<file path="config.mk">
export PLATFORM = sky130hd
export DESIGN_NAME = seg7_scan_driver_flat
export DESIGN_NICKNAME = d
export VERILOG_FILES = /design/src/rtl/seg7_scan_driver_if.sv /design/src/rtl/seg7_scan_driver.sv /design/src/flat_wrapper.sv
export SDC_FILE = /design/constraint.sdc
export NUM_CORES = 1
export LEC_CHECK = 0
export CORE_ASPECT_RATIO = 0.75
export CORE_UTILIZATION = 55
export DETAILED_ROUTE_END_ITERATION = 7
export GPL_TIMING_DRIVEN = 0
export PLACE_DENSITY = 0.76
export RECOVER_POWER = 25
export SLEW_MARGIN = 25
export SYNTH_ARGS = -nofsm -noshare
export SYNTH_HDL_FRONTEND = slang
export SYNTH_SLANG_ARGS = --single-unit
</file>
<file path="constraint.sdc">
create_clock -name clk -period 3.1 [get_ports clk]
set_clock_uncertainty 0.2 [all_clocks]
set_input_delay 0.465 -clock clk [delete_from_list [all_inputs] [get_ports clk]]
set_output_delay 0.465 -clock clk [all_outputs]
set_load 0.02 [all_outputs]
</file>
<file path="src/rtl/seg7_scan_driver_if.sv">
// seg7_scan_driver_if: display request and multiplexed scan outputs
//   seg_value/dec_mode/blink: value to show, decimal select, blink request
//   seg_an/seg_ca: active-low anodes and cathodes {dp,g..a}; conv_busy: BCD conversion running
interface seg7_scan_driver_if;
  logic [23:0] seg_value;
  logic        dec_mode;
  logic        blink;
  logic [7:0]  seg_an;
  logic [7:0]  seg_ca;
  logic        conv_busy;
  modport master(output seg_value, dec_mode, blink, input seg_an, seg_ca, conv_busy);
  modport slave(input seg_value, dec_mode, blink, output seg_an, seg_ca, conv_busy);
endinterface

</file>
<file path="src/rtl/seg7_scan_driver.sv">
// seg7_scan_driver: 8-digit multiplexed 7-segment driver with hex/decimal display and blink
//   clk, rst_n: clock and synchronous active-low reset
//   bus (slave): seg_value/dec_mode/blink in; seg_an/seg_ca/conv_busy out (all registered)
module seg7_scan_driver #(
  parameter int SCAN_DIV  = 100000,
  parameter int BLINK_DIV = 50000000
) (
  input logic              clk,
  input logic              rst_n,
  seg7_scan_driver_if.slave bus
);
  localparam int SW = SCAN_DIV > 1 ? $clog2(SCAN_DIV) : 1;
  localparam int BW = BLINK_DIV > 1 ? $clog2(BLINK_DIV) : 1;
  // cathode patterns for 0..F, digit 0 in the low byte
  localparam logic [127:0] SEG_LUT = {8'h8E, 8'h86, 8'hA1, 8'hC6, 8'h83, 8'h88, 8'h90, 8'h80,
                                      8'hF8, 8'h82, 8'h92, 8'h99, 8'hB0, 8'hA4, 8'hF9, 8'hC0};
  typedef enum logic [1:0] {IDLE, CONV, LOAD} state_t;
  state_t        state_q, state_d;
  logic [23:0]   in_q, in_d, last_val_q, last_val_d, snap_val_q, snap_val_d, bin_q, bin_d;
  logic          mode_q, mode_d, last_mode_q, last_mode_d, snap_mode_q, snap_mode_d;
  logic [31:0]   bcd_q, bcd_d, bcd_adj, dig_q, dig_d;
  logic [4:0]    it_q, it_d;
  logic [SW-1:0] div_q, div_d;
  logic [2:0]    idx_q, idx_d;
  logic [BW-1:0] blk_q, blk_d;
  logic          phase_q, phase_d;
  logic [7:0]    an_q, an_d, ca_q, ca_d;
  logic          busy_q, busy_d;
  logic [3:0]    cur;
  logic          blank;
  assign bus.seg_an    = an_q;
  assign bus.seg_ca    = ca_q;
  assign bus.conv_busy = busy_q;
  always_comb begin
    in_d        = bus.seg_value;
    mode_d      = bus.dec_mode;
    state_d     = state_q;
    snap_val_d  = snap_val_q;
    snap_mode_d = snap_mode_q;
    bcd_d       = bcd_q;
    bin_d       = bin_q;
    it_d        = it_q;
    dig_d       = dig_q;
    last_val_d  = last_val_q;
    last_mode_d = last_mode_q;
    bcd_adj     = bcd_q;
    for (int i = 0; i < 8; i++)
      bcd_adj[4*i +: 4] = bcd_q[4*i +: 4] >= 4'd5 ? bcd_q[4*i +: 4] + 4'd3 : bcd_q[4*i +: 4];
    case (state_q)
      IDLE: if ({in_q, mode_q} != {last_val_q, last_mode_q}) begin
        snap_val_d  = in_q;
        snap_mode_d = mode_q;
        bin_d       = in_q;
        bcd_d       = '0;
        it_d        = '0;
        state_d     = mode_q ? CONV : LOAD;
      end
      CONV: begin
        {bcd_d, bin_d} = {bcd_adj, bin_q} << 1;
        it_d           = it_q + 5'd1;
        state_d        = it_q == 5'd23 ? LOAD : CONV;
      end
      LOAD: begin
        // hex leaves digits 6-7 at zero, so leading-zero blanking hides them
        dig_d       = snap_mode_q ? bcd_q : {8'h00, snap_val_q};
        last_val_d  = snap_val_q;
        last_mode_d = snap_mode_q;
        state_d     = IDLE;
      end
      default: state_d = IDLE;
    endcase
    div_d   = div_q == SW'(SCAN_DIV - 1) ? '0 : div_q + SW'(1);
    idx_d   = div_q == SW'(SCAN_DIV - 1) ? idx_q + 3'd1 : idx_q;
    blk_d   = (!bus.blink || blk_q == BW'(BLINK_DIV - 1)) ? '0 : blk_q + BW'(1);
    phase_d = bus.blink && (blk_q == BW'(BLINK_DIV - 1) ? !phase_q : phase_q);
    // outputs are built from next-state values so a load shows on the same edge it lands
    cur     = dig_d[{idx_d, 2'b00} +: 4];
    blank   = idx_d != 3'd0 && (dig_d >> {idx_d, 2'b00}) == 32'd0;
    an_d    = (blank || phase_d) ? 8'hFF : ~(8'd1 << idx_d);
    ca_d    = blank ? 8'hFF : SEG_LUT[{cur, 3'b000} +: 8];
    busy_d  = state_d == CONV;
  end
  always_ff @(posedge clk) begin
    in_q   <= in_d;
    mode_q <= mode_d;
    if (!rst_n) begin
      state_q     <= IDLE;
      snap_val_q  <= '0;
      snap_mode_q <= 1'b0;
      bcd_q       <= '0;
      bin_q       <= '0;
      it_q        <= '0;
      dig_q       <= '0;
      last_val_q  <= '0;
      last_mode_q <= 1'b0;
      div_q       <= '0;
      idx_q       <= '0;
      blk_q       <= '0;
      phase_q     <= 1'b0;
      an_q        <= 8'hFF;
      ca_q        <= 8'hFF;
      busy_q      <= 1'b0;
    end else begin
      state_q     <= state_d;
      snap_val_q  <= snap_val_d;
      snap_mode_q <= snap_mode_d;
      bcd_q       <= bcd_d;
      bin_q       <= bin_d;
      it_q        <= it_d;
      dig_q       <= dig_d;
      last_val_q  <= last_val_d;
      last_mode_q <= last_mode_d;
      div_q       <= div_d;
      idx_q       <= idx_d;
      blk_q       <= blk_d;
      phase_q     <= phase_d;
      an_q        <= an_d;
      ca_q        <= ca_d;
      busy_q      <= busy_d;
    end
  end
endmodule

</file>
<file path="src/flat_wrapper.sv">
// flat-port wrapper written by rule: the top's interface ports become plain ports
module seg7_scan_driver_flat 
#(
  parameter int SCAN_DIV  = 100000,
  parameter int BLINK_DIV = 50000000
)
  (clk, rst_n, bus_seg_value, bus_dec_mode, bus_blink, bus_seg_an, bus_seg_ca, bus_conv_busy);
  seg7_scan_driver_if bus_i ();
  input logic clk;
  input logic rst_n;
  input wire logic [$bits(bus_i.seg_value)-1:0] bus_seg_value;
  input wire logic [$bits(bus_i.dec_mode)-1:0] bus_dec_mode;
  input wire logic [$bits(bus_i.blink)-1:0] bus_blink;
  output wire logic [$bits(bus_i.seg_an)-1:0] bus_seg_an;
  output wire logic [$bits(bus_i.seg_ca)-1:0] bus_seg_ca;
  output wire logic [$bits(bus_i.conv_busy)-1:0] bus_conv_busy;
  assign bus_i.seg_value = bus_seg_value;
  assign bus_i.dec_mode = bus_dec_mode;
  assign bus_i.blink = bus_blink;
  assign bus_seg_an = bus_i.seg_an;
  assign bus_seg_ca = bus_i.seg_ca;
  assign bus_conv_busy = bus_i.conv_busy;
  seg7_scan_driver #(.SCAN_DIV(SCAN_DIV), .BLINK_DIV(BLINK_DIV)) u_core (.clk(clk), .rst_n(rst_n), .bus(bus_i));
endmodule
</file>
==> impl_metrics.yaml, run 1 <==
cts:
  hold_buffers: 0
  cts_tree: "built"
  ctsRootBufferMaster: "clkbuf_16"
  numCtsBuffers: 23
  clk_latency_ns: 0.51
  cts_sinks: 233
  clk_pin_slew_ns: 0.07
  htree_num_levels: 1
  ctsLongestPathBuffers: 3
global_route:
  overflow: 0
  grt_pass1_wl_um: 42010
  grt_pass1_vias: 8090
  antenna_found_initial: 0
  grt_max_degree: 15
  gr-usage-all-layers_pct: 26.81
placed_design:
  place_ws_ns: -0.7565
  dp.cells: 1468
  dpl.hpwl_um: 18270
  gp_congestion: 0.9251
  port_buffers: 42
  place_area_um2: 11390
cells_and_area:
  seqCellArea_um2: 4673
  fin_cells: 1532
  fillCellCount: 1432
  multi_input_area_um2: 5697
  area_delta_synth_final_pct: 18.71
  diodes: 0
  layout-drive-gt1-share_pct: 12.30
  nNetsFinal: 1323
  final_area_um2: 12570
detailed_routing:
  initialDrtViolationCount: 796
  wl_per_cell_um: 17.26
  drt-pass1-iter-count: 5
  drcViolationCount: 0
  ant_nets: 0
  vias: 8735
  viasPerCell: 5.702
  wl_um: 26440
floorplan:
  row_count: 43
  design.core.area_um2: 18670
  die_w_um: 162.2
  fp.dieH_um: 122.1
  io_pins: 45
  start_util_pct: 56.70
  die_area_um2: 19810
status:
  violations: "setup timing"
  status: "finished with violations"
worst_setup_path:
  rr_startpoint: "u_core.snap_mode_q"
  critical_path.slowest_cell: "mux4_2"
  cp.arrival_ns: 3.55
  max_stage_delay_ns: 0.48
  start_kind: "flip-flop"
  worstPathRequired_ns: 3.34
  rrSetupSlack_ns: -0.21
  worstSetupPathType: "reg2reg"
  crit_top_cell: "mux2i_1"
  cp_top_family: "multiplexers"
  r2r_end: "u_core.bus.seg_an[5]"
  crit_buf_inv: 3
  reg2reg_depth: 14
  path_cells: "buf_6, buf_8, mux2_4, mux4_2, mux2i_1, mux2i_1, nand2_1, o31a_1, ha_4, o21ai_2, nor4_2, a31oi_2, buf_4, nand4_1"
  crit_fanout: 6
  cp-end-kind: "flip-flop"
power:
  power.leakage_nw: 4.812
  power.total_mw: 6.805
  p_per_area_nw_per_um2: 541.5
  vdd_drop_max_uv: 560.8
synthesis:
  synth-simple-area-share_pct: 18.94
  synth-xor-area-share_pct: 7.258
  netlist_area_um2: 10590
  synth_top_cell_area_share_pct: 44.07
  synth_commonest_cells: "dfxtp_1 (233), nor2_1 (173), nand2_1 (132)"
  synth_warnings: 0
  synth-compound-area-share_pct: 9.965
  ys.flop_type: "dfxtp_1"
  async_flop_share_pct: 0
  synthMuxAreaShare_pct: 12.92
  synth_edf_count: 0
  synth_area_leaders: "dfxtp_1 (44%), mux2i_1 (7.3%), nor2_1 (6.1%)"
  ys_ff_latch: 233
  synthAdderAreaFrac_pct: 2.955
  yosysMostFrequentCell: "dfxtp_1"
  synth_top_family_by_area: "simple AND/OR/NAND/NOR gates"
  ys_seq_area_share_pct: 44.07
  netlist.top_cell.by_area: "dfxtp_1"
  avgSynthCellArea_um2: 8.978
  synth_cells: 1179
  syn_nets: 1232
  post_synth_num_cell_types: 53
sta:
  max_slew_margin_pct: 45.07
  drv_slew: 0
  fin_crit_sh_pct: 106.6
  setup_slack_ns: -0.2059
  grt_setup_unrepaired: "true"
  max_freq_ghz: 0.3025
  worst_pin_slew_ns: 0.8239
  period_minus_slack_ns: 3.306
  hold_violations: 0
  setup_violations: 15
hold_path:
  worstHoldPathType: "in2reg"
  hp-start: "rst_n"
  whs_endpoint: "u_core.it_q[3]"
  hold_depth: 3
job:
  cap_violations: 0
[layout by cell type (no fill, tap or decap), types with 17 or more instances in the layout]
| master | n |
|---|---|
| a21oi_1 | 91 |
| a22oi_1 | 26 |
| buf_4 | 26 |
| clkbuf_1 | 46 |
| clkbuf_16 | 23 |
| clkdlybuf4s50_1 | 17 |
| dfxtp_1 | 228 |
| dlygate4sd3_1 | 25 |
| ha_1 | 20 |
| inv_1 | 27 |
| mux2_2 | 22 |
| mux2i_1 | 75 |
| nand2_1 | 130 |
| nand3_1 | 32 |
| nand4_1 | 19 |
| nor2_1 | 172 |
| nor3_1 | 26 |
| o21ai_0 | 36 |
| xnor2_1 | 32 |
| xor2_1 | 50 |
[how the worst max path moves through the flow]
stage | start | to | depth (start not counted) | slack [ns]
after floorplan | u_core.snap_mode_q | u_core.bus.seg_ca[0] | 14 | 0.004
after global placement | u_core.in_q[4] | u_core.bcd_q[19] | 9 | -0.75
after detailed placement | u_core.in_q[4] | u_core.it_q[2] | 9 | -0.76
after CTS | u_core.snap_mode_q | u_core.bus.seg_ca[4] | 14 | -0.13
after global routing | u_core.snap_mode_q | u_core.bus.seg_an[0] | 14 | -0.28
final | u_core.snap_mode_q | u_core.bus.seg_an[5] | 14 | -0.21
[repair_timing]
action	CTS	global route
endpoints found under the hold margin	0	0
pin swaps	13	6
buffers inserted	17	6
resized for setup	41	23
cloned	1	0
endpoints found under the setup margin	86	63
[area by class of cell]
class,instances,area share (%)
inverter,29,0.9260
multi-input combinational,849,45.34
tap,247,2.459
sequential,233,37.19
clock inverter,8,0.7667
timing repair buffer,66,4.839
clock buffer,32,5.168
buffer,68,3.316
[worst register-to-register path: cells and delay by family (launching register included)]
family | cells | cell delay, ns
compound gates | 3 | 0.48
buf+inv | 3 | 0.47
mux | 4 | 1.10
fa+ha+maj | 1 | 0.17
simple gates | 3 | 0.51
flops | 1 | 0.32
[logic make-up (layout without fill, tap and decap cells)]
family,after synthesis,after routing
fa+ha+maj,25,25
xor+xnor,86,86
other cells,1,1
flops,233,233
mux,116,116
compound gates,180,180
simple gates,441,441
buf+inv,97,203
[state kept, by name, summed over array words and instances, names as in the netlist, 7 cells and up]
signal and cells:
u_core.div_q 17, u_core.last_val_q 24, u_core.bin_q 24, u_core.bus.seg_an 8, u_core.blk_q 26, u_core.bus.seg_ca 7, u_core.bcd_q 32, u_core.in_q 24
u_core.snap_val_q 24, u_core.dig_q 32
[metrics by stage]
step | setup TNS (ns) | utilization [%] | hold WS (ns)
after floorplan | 0 | - | 0.2275
after global placement | -37.04 | 61.00 | 0.2397
after detailed placement | -36.16 | 61.00 | 0.2472
after CTS | -1.700 | 66.66 | 0.1752
after global routing | -3.886 | 67.31 | 0.2636
final | -2.710 | 67.31 | 0.2332
[power by group]
| group | switching [mW] | leakage (nW) | total, mW | internal, mW |
|---|---|---|---|---|
| combinational | 0.470 | 2.54 | 0.808 | 0.338 |
| clock | 1.16 | 0.367 | 2.79 | 1.63 |
| sequential | 0.0953 | 1.91 | 3.21 | 3.11 |
[layer usage]
metal / part of all wire, % / wire (um) / GRT usage, % / vias up
met3: 6.9 / 1827 / 4.392 / 55
met1: 47 / 12470 / 38.65 / 4157
met5: 0 / 0 / 0 / -
met4: 2.6 / 678 / 7.252 / 0
met2: 43 / 11460 / 41.42 / 299
li1: - / - / - / 4224
(Power assumes the default switching activity.)
==> inputs of run 2 (changes only) <==
--- a/config.mk
+++ b/config.mk
@@ -6,6 +6,7 @@
 export NUM_CORES = 1
 export LEC_CHECK = 0
 export CORE_ASPECT_RATIO = 0.75
+export CORE_MARGIN = 2
 export CORE_UTILIZATION = 55
 export DETAILED_ROUTE_END_ITERATION = 7
 export GPL_TIMING_DRIVEN = 0
==> constraint.sdc (replaced) <==
create_clock -name clk -period 3.1 [get_ports clk]
set_clock_uncertainty 0.2 [all_clocks]
set_input_delay 0.62 -clock clk [delete_from_list [all_inputs] [get_ports clk]]
set_output_delay 0.62 -clock clk [all_outputs]
set_load 0.02 [all_outputs]
==> run 2 against run 1 <==
  * Worst setup slack got worse by 0.0076 ns
  * Highest routed layer unchanged
  * Hold slack better by 0.017 ns
  * Design area decreased by 0.50%
  * The run still ends with setup timing left
  * Global-route usage is 0.69 points lower
  * Die area up 2.9%
  * Via count is 1.1% lower
  * Fmax fell by 0.23%
  * Power down 0.60%
  * Sequential power hardly changed
  * Critical endpoint unchanged
  * Register-to-register slack about the same
  * Routed wire length decreased by 0.90%
==> impl_metrics.yaml, run 2 (synthesized netlist as in run 1, its figures left out) <==
worst_setup_path:
  cp-end-kind: "flip-flop"
  rrSetupSlack_ns: -0.21
  worstPathRequired_ns: 3.34
  rr_startpoint: "u_core.state_q[1]"
  start_kind: "flip-flop"
  crit_fanout: 10
  worstSetupPathType: "reg2reg"
  r2r_end: "u_core.bus.seg_an[5]"
  reg2reg_depth: 16
  cp.arrival_ns: 3.56
power:
  p_per_area_nw_per_um2: 540.9
  vdd_drop_max_uv: 518.6
  power.total_mw: 6.764
  power.leakage_nw: 4.787
cells_and_area:
  fillCellCount: 1513
  final_cell_mix: "dfxtp_1 (228), nor2_1 (172), nand2_1 (132), a21oi_1 (91), mux2i_1 (75)"
  diodes: 0
  layout_commonest_cell: "dfxtp_1"
  area_delta_synth_final_pct: 18.12
  nNetsFinal: 1317
  layout-drive-gt1-share_pct: 11.80
  final_util_pct: 66.97
  multi_input_area_um2: 5682
  seqCellArea_um2: 4671
  largestRegisters: "u_core.bcd_q: 32 flops, u_core.dig_q: 32 flops, u_core.blk_q: 26 flops"
floorplan:
  fp.dieH_um: 124.1
  design.core.area_um2: 18670
  die_area_um2: 20380
  row_count: 43
  die_w_um: 164.2
  start_util_pct: 56.70
  io_pins: 45
sta:
  grt_setup_unrepaired: "true"
  max_freq_ghz: 0.3018
  drv_slew: 0
  hold_violations: 0
  max_slew_margin_pct: 42.34
  period_minus_slack_ns: 3.313
  worst_pin_slew_ns: 0.8650
  setup_slack_ns: -0.2135
  setup_violations: 15
  fin_hold_ws_ns: 0.2507
  fin_crit_sh_pct: 106.9
cts:
  cts_tree: "built"
  cts_sinks: 233
  clk_latency_ns: 0.52
  hold_buffers: 0
  numCtsBuffers: 23
  clk_pin_slew_ns: 0.06
  htree_num_levels: 1
  ctsRootBufferMaster: "clkbuf_16"
  ctsLongestPathBuffers: 3
hold_path:
  hold_depth: 1
  whs_endpoint: "u_core.div_q[0]"
  hp-start: "u_core.div_q[0]"
  worstHoldPathType: "reg2reg"
placed_design:
  gp_congestion: 0.8671
  place_ws_ns: -0.6972
  dpl.hpwl_um: 18350
  port_buffers: 42
detailed_routing:
  wl_um: 26200
  drt-pass1-iter-count: 5
  wl_per_cell_um: 17.16
  initialDrtViolationCount: 798
  ant_nets: 0
  viasPerCell: 5.659
  drcViolationCount: 0
  vias: 8642
global_route:
  overflow: 0
  grt_max_degree: 16
  gr-usage-all-layers_pct: 26.12
  antenna_found_initial: 0
  grt_pass1_wl_um: 42120
  grt_pass1_vias: 8178
job:
  cap_violations: 0
status:
  status: "finished with violations"
  violations: "setup timing"
run 2: changes by cell type in the layout (fill, tap and decap cells not counted), moves of 2 or more:
| cell | delta |
|---|---|
| nand2_1 | +2 |
| nand2_2 | -2 |
| clkbuf_1 | -2 |
| buf_6 | -2 |
| buf_4 | -6 |
run 2: layout make-up:
type | count | area share [%]
repair buffers | 60 | 4.573
clock inverters | 10 | 0.7005
clock buffers | 31 | 5.244
multi-input cells | 849 | 45.44
flip-flops and latches | 233 | 37.36
plain buffers | 68 | 3.282
inverters | 29 | 0.9307
well taps | 247 | 2.472
run 2: critical path: stages (launching register included):
cell     delay (ns)
dfxtp_1        0.34
buf_6          0.14
nor2b_2        0.18
buf_6          0.16
buf_12         0.15
buf_8          0.15
mux4_2         0.29
mux2i_1        0.14
mux2i_1        0.11
nand2_1        0.11
o31a_1         0.23
ha_4           0.17
o21ai_2        0.05
nor4_2         0.33
a31oi_2        0.20
buf_4          0.19
nand4_1        0.07
run 2: power breakdown:
| part | leakage [nW] | internal (mW) | switching [mW] |
|---|---|---|---|
| Clock | 0.366 | 1.57 | 1.18 |
| Combinational | 2.52 | 0.336 | 0.466 |
| Sequential | 1.91 | 3.11 | 0.0953 |
run 2: how the worst max path moves through the flow:
stage | to | from | cells past startpoint | slack, ns
finish | u_core.bus.seg_an[5] | u_core.state_q[1] | 16 | -0.21
global route | u_core.bus.seg_ca[6] | u_core.state_q[1] | 16 | -0.32
CTS | u_core.bus.seg_ca[6] | u_core.snap_mode_q | 14 | -0.08
detailed placement | u_core.it_q[2] | u_core.in_q[4] | 9 | -0.70
global placement | u_core.bcd_q[19] | u_core.in_q[4] | 9 | -0.70
floorplan | u_core.bus.seg_ca[0] | u_core.snap_mode_q | 14 | 0.004
run 2: repair_timing:
item,CTS,global route
pin swaps,8,12
resized for setup,41,14
gates cloned,1,0
buffers inserted,15,2
endpoints found under the setup margin,86,43
run 2: per-layer routing:
layer | part of all wire [%] | GRT usage, % | vias to the layer above
li1 | - | - | 4209
met1 | 46 | 35.53 | 4060
met2 | 44 | 41.95 | 306
met3 | 7.9 | 5.295 | 67
met4 | 2.8 | 8.333 | 0
met5 | 0 | 0 | -
run 2: through the flow:
stage,cells,area (um^2),setup TNS [ns]
3_5_place_dp,1468,11390,-31.47
5_1_grt,1527,12500,-4.491
2_1_floorplan,1179,10660,0
4_1_cts,1525,12440,-0.9040
6_report,1527,12500,-2.798
3_3_place_gp,1468,11390,-32.68
